## src/rtl/gpfc_pkg.sv

```systemverilog
// Shared GPFC definitions: scheduler FSM states, pause-frame classification codes
// and the default field values the congestion monitor also uses.
package gpfc_pkg;

   typedef enum logic [1:0] {
      ST_IDLE = 2'd0,
      ST_SEND = 2'd1,
      ST_GAP  = 2'd2
   } gpfc_state_t;

   typedef enum logic [1:0] {
      GPFC_XON      = 2'd0,
      GPFC_XOFFLOW  = 2'd1,
      GPFC_XOFFALL  = 2'd2
   } gpfc_code_t;

   localparam logic [15:0] PAUSE_RANK_VALUE_ALL     = 16'd0;
   localparam logic [15:0] PAUSE_TIME_VALUE_DEFAULT = 16'hFFFF;

   // Classifies a (rank, time) pair: zero time resumes, rank 0 pauses every rank.
   function automatic gpfc_code_t pause_code(input logic [15:0] rank, input logic [15:0] ptime);
      gpfc_code_t code;
      code = GPFC_XOFFLOW;
      if (ptime == 16'd0)
         code = GPFC_XON;
      else if (rank == PAUSE_RANK_VALUE_ALL)
         code = GPFC_XOFFALL;
      return code;
   endfunction

endpackage

```

## src/rtl/gpfc_reload_counter.sv

```systemverilog
// Down-counter with synchronous load, count enable and zero flag; saturates at zero.
module gpfc_reload_counter #(
   parameter int WIDTH = 16
) (
   input  logic             clk,
   input  logic             rstn,
   input  logic             load,
   input  logic [WIDTH-1:0] load_value,
   input  logic             enable,
   output logic             zero
);

   logic [WIDTH-1:0] count;

   // NOTE: reset is synchronous here, so rstn is sampled inside the clocked block rather than in the sensitivity list.
   always_ff @(posedge clk) begin
      if (!rstn)
         count <= '0;
      else if (load)
         count <= load_value;
      else if (enable && count != '0)
         count <= count - 1'b1;
   end

   assign zero = (count == '0);

endmodule

```

## src/rtl/gpfc_pause_scheduler.sv

```systemverilog
// GPFC pause/resume frame scheduler for one egress link: coalescing slot, min-gap and refresh.
// Optional statistics outputs are built when GPFC_PAUSE_STATS_EN is defined.
module gpfc_pause_scheduler #(
   parameter int PAUSE_RANK_WIDTH = 16,
   parameter int PAUSE_TIME_WIDTH = 16,
   parameter int GAP_CNT_WIDTH    = 16,
   parameter int MIN_GAP_CYCLES   = 64,
   parameter int REFRESH_CYCLES   = 8192
) (
   input  logic                        clk,
   input  logic                        rstn,
   input  logic                        s_pause_valid,
   input  logic [PAUSE_RANK_WIDTH-1:0] s_pause_rank,
   input  logic [PAUSE_TIME_WIDTH-1:0] s_pause_time,
   output logic                        m_frame_valid,
   input  logic                        m_frame_ready,
   output logic [PAUSE_RANK_WIDTH-1:0] m_frame_rank,
   output logic [PAUSE_TIME_WIDTH-1:0] m_frame_time,
   output logic                        m_pause_active
`ifdef GPFC_PAUSE_STATS_EN
   ,
   output logic [31:0]                 stat_frames_sent,
   output logic [31:0]                 stat_coalesced
`endif
);

   import gpfc_pkg::*;

   localparam logic [GAP_CNT_WIDTH-1:0] GAP_LOAD     = GAP_CNT_WIDTH'(MIN_GAP_CYCLES - 1);
   localparam logic [GAP_CNT_WIDTH-1:0] REFRESH_LOAD = GAP_CNT_WIDTH'(REFRESH_CYCLES - 1);

   gpfc_state_t                 state, state_next;
   logic                        pend;
   logic [PAUSE_RANK_WIDTH-1:0] slot_rank;
   logic [PAUSE_TIME_WIDTH-1:0] slot_time;
   logic                        gap_zero;
   logic                        refresh_zero;
   logic                        accept;
   logic                        load_frame;
   logic                        refresh_run;
   logic                        refresh_fire;

   assign m_frame_valid = (state == ST_SEND);
   assign accept        = m_frame_valid && m_frame_ready;
   assign load_frame    = (state == ST_IDLE) && pend;
   assign refresh_run   = m_pause_active && (state != ST_SEND);
   // Re-queue the active pause only into an empty slot; a fresh event always takes precedence.
   assign refresh_fire  = refresh_run && refresh_zero && !pend;

   always_ff @(posedge clk) begin
      if (!rstn)
         state <= ST_IDLE;
      else
         state <= state_next;
   end

   // NOTE: combinational next-state logic uses blocking assignments and a default first, so no latch is inferred.
   always_comb begin
      state_next = state;
      case (state)
         ST_IDLE: if (pend)          state_next = ST_SEND;
         ST_SEND: if (m_frame_ready) state_next = ST_GAP;
         ST_GAP:  if (gap_zero)      state_next = ST_IDLE;
         default:                    state_next = ST_IDLE;
      endcase
   end

   always_ff @(posedge clk) begin
      if (!rstn) begin
         pend           <= 1'b0;
         slot_rank      <= '0;
         slot_time      <= '0;
         m_frame_rank   <= '0;
         m_frame_time   <= '0;
         m_pause_active <= 1'b0;
      end else begin
         if (s_pause_valid) begin
            slot_rank <= s_pause_rank;
            slot_time <= s_pause_time;
            pend      <= 1'b1;
         end else if (refresh_fire) begin
            slot_rank <= m_frame_rank;
            slot_time <= m_frame_time;
            pend      <= 1'b1;
         end else if (load_frame) begin
            pend <= 1'b0;
         end

         if (load_frame) begin
            m_frame_rank <= slot_rank;
            m_frame_time <= slot_time;
         end

         if (accept)
            m_pause_active <= (m_frame_time != '0);
      end
   end

   gpfc_reload_counter #(.WIDTH(GAP_CNT_WIDTH)) u_gap_cnt (
      .clk        (clk),
      .rstn       (rstn),
      .load       (accept),
      .load_value (GAP_LOAD),
      .enable     (state == ST_GAP),
      .zero       (gap_zero)
   );

   gpfc_reload_counter #(.WIDTH(GAP_CNT_WIDTH)) u_refresh_cnt (
      .clk        (clk),
      .rstn       (rstn),
      .load       (accept),
      .load_value (REFRESH_LOAD),
      .enable     (refresh_run),
      .zero       (refresh_zero)
   );

`ifdef GPFC_PAUSE_STATS_EN
   logic coalesce;

   // An event replacing a pending frame that is not being consumed this cycle is a coalesce.
   assign coalesce = s_pause_valid && pend && !load_frame;

   always_ff @(posedge clk) begin
      if (!rstn) begin
         stat_frames_sent <= '0;
         stat_coalesced   <= '0;
      end else begin
         if (accept && stat_frames_sent != '1)
            stat_frames_sent <= stat_frames_sent + 32'd1;
         if (coalesce && stat_coalesced != '1)
            stat_coalesced <= stat_coalesced + 32'd1;
      end
   end
`endif

endmodule

```

## config.mk

```make
export PLATFORM = sky130hd
export DESIGN_NAME = gpfc_pause_scheduler
export DESIGN_NICKNAME = d
export VERILOG_FILES = /design/src/rtl/gpfc_pkg.sv /design/src/rtl/gpfc_reload_counter.sv /design/src/rtl/gpfc_pause_scheduler.sv
export SDC_FILE = /design/constraint.sdc
export NUM_CORES = 1
export LEC_CHECK = 0
export BUFFER_PORTS_ARGS = -buffer_cell sky130_fd_sc_hd__buf_2
export CAP_MARGIN = 5
export CORE_AREA = 5 5 106 128
export CTS_CLUSTER_DIAMETER = 40
export DETAILED_ROUTE_END_ITERATION = 10
export DIE_AREA = 0 0 111 133
export GPL_TIMING_DRIVEN = 0
export PLACE_DENSITY = 0.52
export SLEW_MARGIN = 20
export SYNTH_ARGS = -nofsm -noshare
export SYNTH_HDL_FRONTEND = slang
export SYNTH_SLANG_ARGS = --single-unit
```

## constraint.sdc

```tcl
create_clock -name clk -period 2.7 [get_ports clk]
set_input_delay 0.27 -clock clk [delete_from_list [all_inputs] [get_ports clk]]
set_output_delay 0.27 -clock clk [all_outputs]
set_load 0.1 [all_outputs]
```

==> results.yml <==
finish:
  nNetsFinal: 643
  num-fill-cells: 1295
  layout_commonest_cell: "nand2_1"
  area_delta_synth_final_pct: 19.8
  drive_gt1_frac: 0.156
  antenna_cells: 0
  final_cell_mix: "nand2_1, dfxtp_1, buf_2"
  seq_area_mm2: 0.00200
  multi_input_area_mm2: 0.00203
drt:
  drc_errors: 0
  drt-total-wl_um: 11800
  wl_per_cell_um: 15.2
  first_pass_iters: 5
  viasPerCell: 5.17
  drt_iter0_drc: 185
  route.vias.total: 3995
  ant_nets: 0
min_path:
  holdPathStages: 3
  min_to: "pend"
  min_path_type: "in -> reg"
  worstHoldStart: "s_pause_valid"
worst_setup_path:
  worst_ep_required_time_ns: 2.97
  cp_slowest_cell: "or4_1"
  cp_top_family: "simple AND/OR/NAND/NOR gates"
  crit_path_max_fanout: 10
  r2r-end: "slot_time[9]"
  end_kind: "register"
  reg2regPathDepth: 7
  crit_chain: "or4_1 -> nor4_2 -> and3_1 -> clkbuf_1 -> buf_2 -> nand2_1 -> a31oi_1"
  reg2reg_from: "u_refresh_cnt.count[11]"
  path_buf_inv: 2
  critPathLaunchType: "register"
  regToRegSetupSlack_ns: 0.22
  cpPeakStageDelay_ns: 0.63
  crit_type: "reg -> reg"
  cp_data_arrival_time_ns: 2.75
clock_tree:
  clkTransAtPathRegs_ns: 0.07
  clkLatencyLatePin_ns: 0.35
  cts.sinks: 100
  htree_levels: 3
  numCtsBuffers: 9
  cts_tree: "done"
  cts_buffer_depth: 2
  clockRootBuffer: "clkbuf_16"
synth:
  syn_area_mm2: 0.00418
  synth.avg_cell_area_um2: 7.95
  yosysSeqAreaShare: 0.479
  yosys_warnings: 0
  synth_fp_nets: 564
  synth-seq-cells: 100
  yosysUniqueCellTypes: 41
  synthArstFlopShare: 0
  ys.flop_type: "dfxtp_1"
  synth_edf_count: 0
  syn_inst: 526
floorplan:
  core_mm2: 0.0123
  dieArea_mm2: 0.0148
  die_w_um: 111
  rows: 45
  pin_count: 70
  dieHeight_um: 133
  initial_core_util: 0.339
sta:
  slew_violations: 0
  slew_headroom: 0.543
  setup_viol: 0
  tightest_slew_ns: 0.681
  fin_ws_ns: 0.216
  period_share: 0.920
  period_needed_ns: 2.48
  hold_viol: 0
  finClkSkew_ns: 0.00497
  rsz0062_at_grt: "false"
  fmax_mhz: 403
  fin_tns_setup_ns: 0
global_route:
  grt_start_max_net_pins: 16
  grt_pass1_wl_um: 19400
  grt_pass1_vias: 3981
  grt-ovfl-total: 0
  antenna_found_initial: 0
  grt.total_usage: 0.161
placed_design:
  io_buffer_count: 68
  gp_congestion: 0.793
  dp_slack_ns: 0.00197
  hpwl_um: 8440
power_and_ir_drop:
  p_per_area_mw_per_mm2: 694
  leakagePower_nw: 1.89
  ir_drop_v: 0.000314
flow_run:
  max_cap_violations: 0
status:
  status: "complete, no violations"
## what timing repair did
action	4_1_cts	5_1_grt
setup buffers	0	0
setup endpoints to repair	0	31
resized for setup	0	1
hold buffers	0	0
## report_power, final
part,internal (mW),leakage (nW),total [mW],switching [mW]
Sequential,1.56,0.819,1.63,0.0646
Clock,0.667,0.133,1.23,0.563
Combinational,0.176,0.936,0.623,0.447
Total,2.40,1.89,3.48,1.07
## through the flow
stage	hold slack (ns)	area [µm²]	power (mW)	utilization	std cells
after floorplan	0.432	4180	2.11	-	526
after global placement	0.436	4730	2.27	0.383	758
after detailed placement	0.443	4730	2.28	0.383	758
after CTS	0.205	5000	3.50	0.406	773
after global routing	0.224	5010	3.63	0.406	773
final	0.214	5010	3.48	0.406	773
## final cells by class
cell class,count,share of cell area
Multi-Input combinational cell,385,0.405
Sequential cell,100,0.400
Timing Repair Buffer,68,0.0679
Clock buffer,11,0.0504
Tap cell,164,0.0409
Buffer,32,0.0247
Inverter,9,0.00674
Clock inverter,4,0.00499
## synth_stat cells, types with 4 or more instances
| master | instances | share of area |
|---|---|---|
| nor4_1 | 13 | 0.019 |
| or3_1 | 11 | 0.016 |
| inv_1 | 7 | 0.0063 |
| nand2_1 | 133 | 0.12 |
| nor3_1 | 5 | 0.0060 |
| nand4_1 | 4 | 0.0060 |
| dfxtp_1 | 100 | 0.48 |
| o21ai_0 | 38 | 0.045 |
| a31oi_1 | 35 | 0.052 |
| nand3_1 | 4 | 0.0048 |
| nor2_1 | 22 | 0.020 |
| a21oi_1 | 57 | 0.068 |
| clkbuf_1 | 29 | 0.026 |
| xnor2_1 | 17 | 0.036 |
| or4_1 | 6 | 0.011 |
## worst max-delay path by stage
stage	start	endpoint	slack [ns]	cells after the start
floorplan	m_pause_active	u_refresh_cnt.count[13]	0.23	4
global placement	u_refresh_cnt.count[6]	slot_rank[4]	0.02	6
detailed placement	u_refresh_cnt.count[11]	slot_rank[6]	0.002	6
CTS	u_refresh_cnt.count[11]	slot_rank[6]	0.002	6
global route	u_refresh_cnt.count[11]	slot_time[9]	0.02	7
finish	u_refresh_cnt.count[11]	slot_time[9]	0.22	7
## registers in the layout (all words and copies together) (netlist names)
name                 count
m_frame_rank            16
m_frame_time            16
m_pause_active           1
pend                     1
slot_rank               16
slot_time               16
state                    2
u_gap_cnt.count         16
u_refresh_cnt.count     16
## routing by layer
metal	vias up	part of all wire	wire length (µm)	GRT usage
met3	17	0.041	480	0.0339
met2	95	0.47	5570	0.264
li1	1992	-	-	-
met1	1891	0.46	5480	0.201
met5	-	0	0	0
met4	0	0.022	261	0.0760
## cell families after synthesis
logic type,share of synthesized area
muxes,0.00269
buffers and inverters,0.0377
xor gates and xnor gates,0.0419
AOI/OAI and AO/OA,0.187
DFF,0.479
and+or+nand+nor,0.246
adders and majority gates,0.00598
## tightest hold or removal path, cell delays in order
cell	delay [ns]
buf_2	0.10
a21oi_1	0.04
a21oi_1	0.12
(Power assumes the default switching activity.)
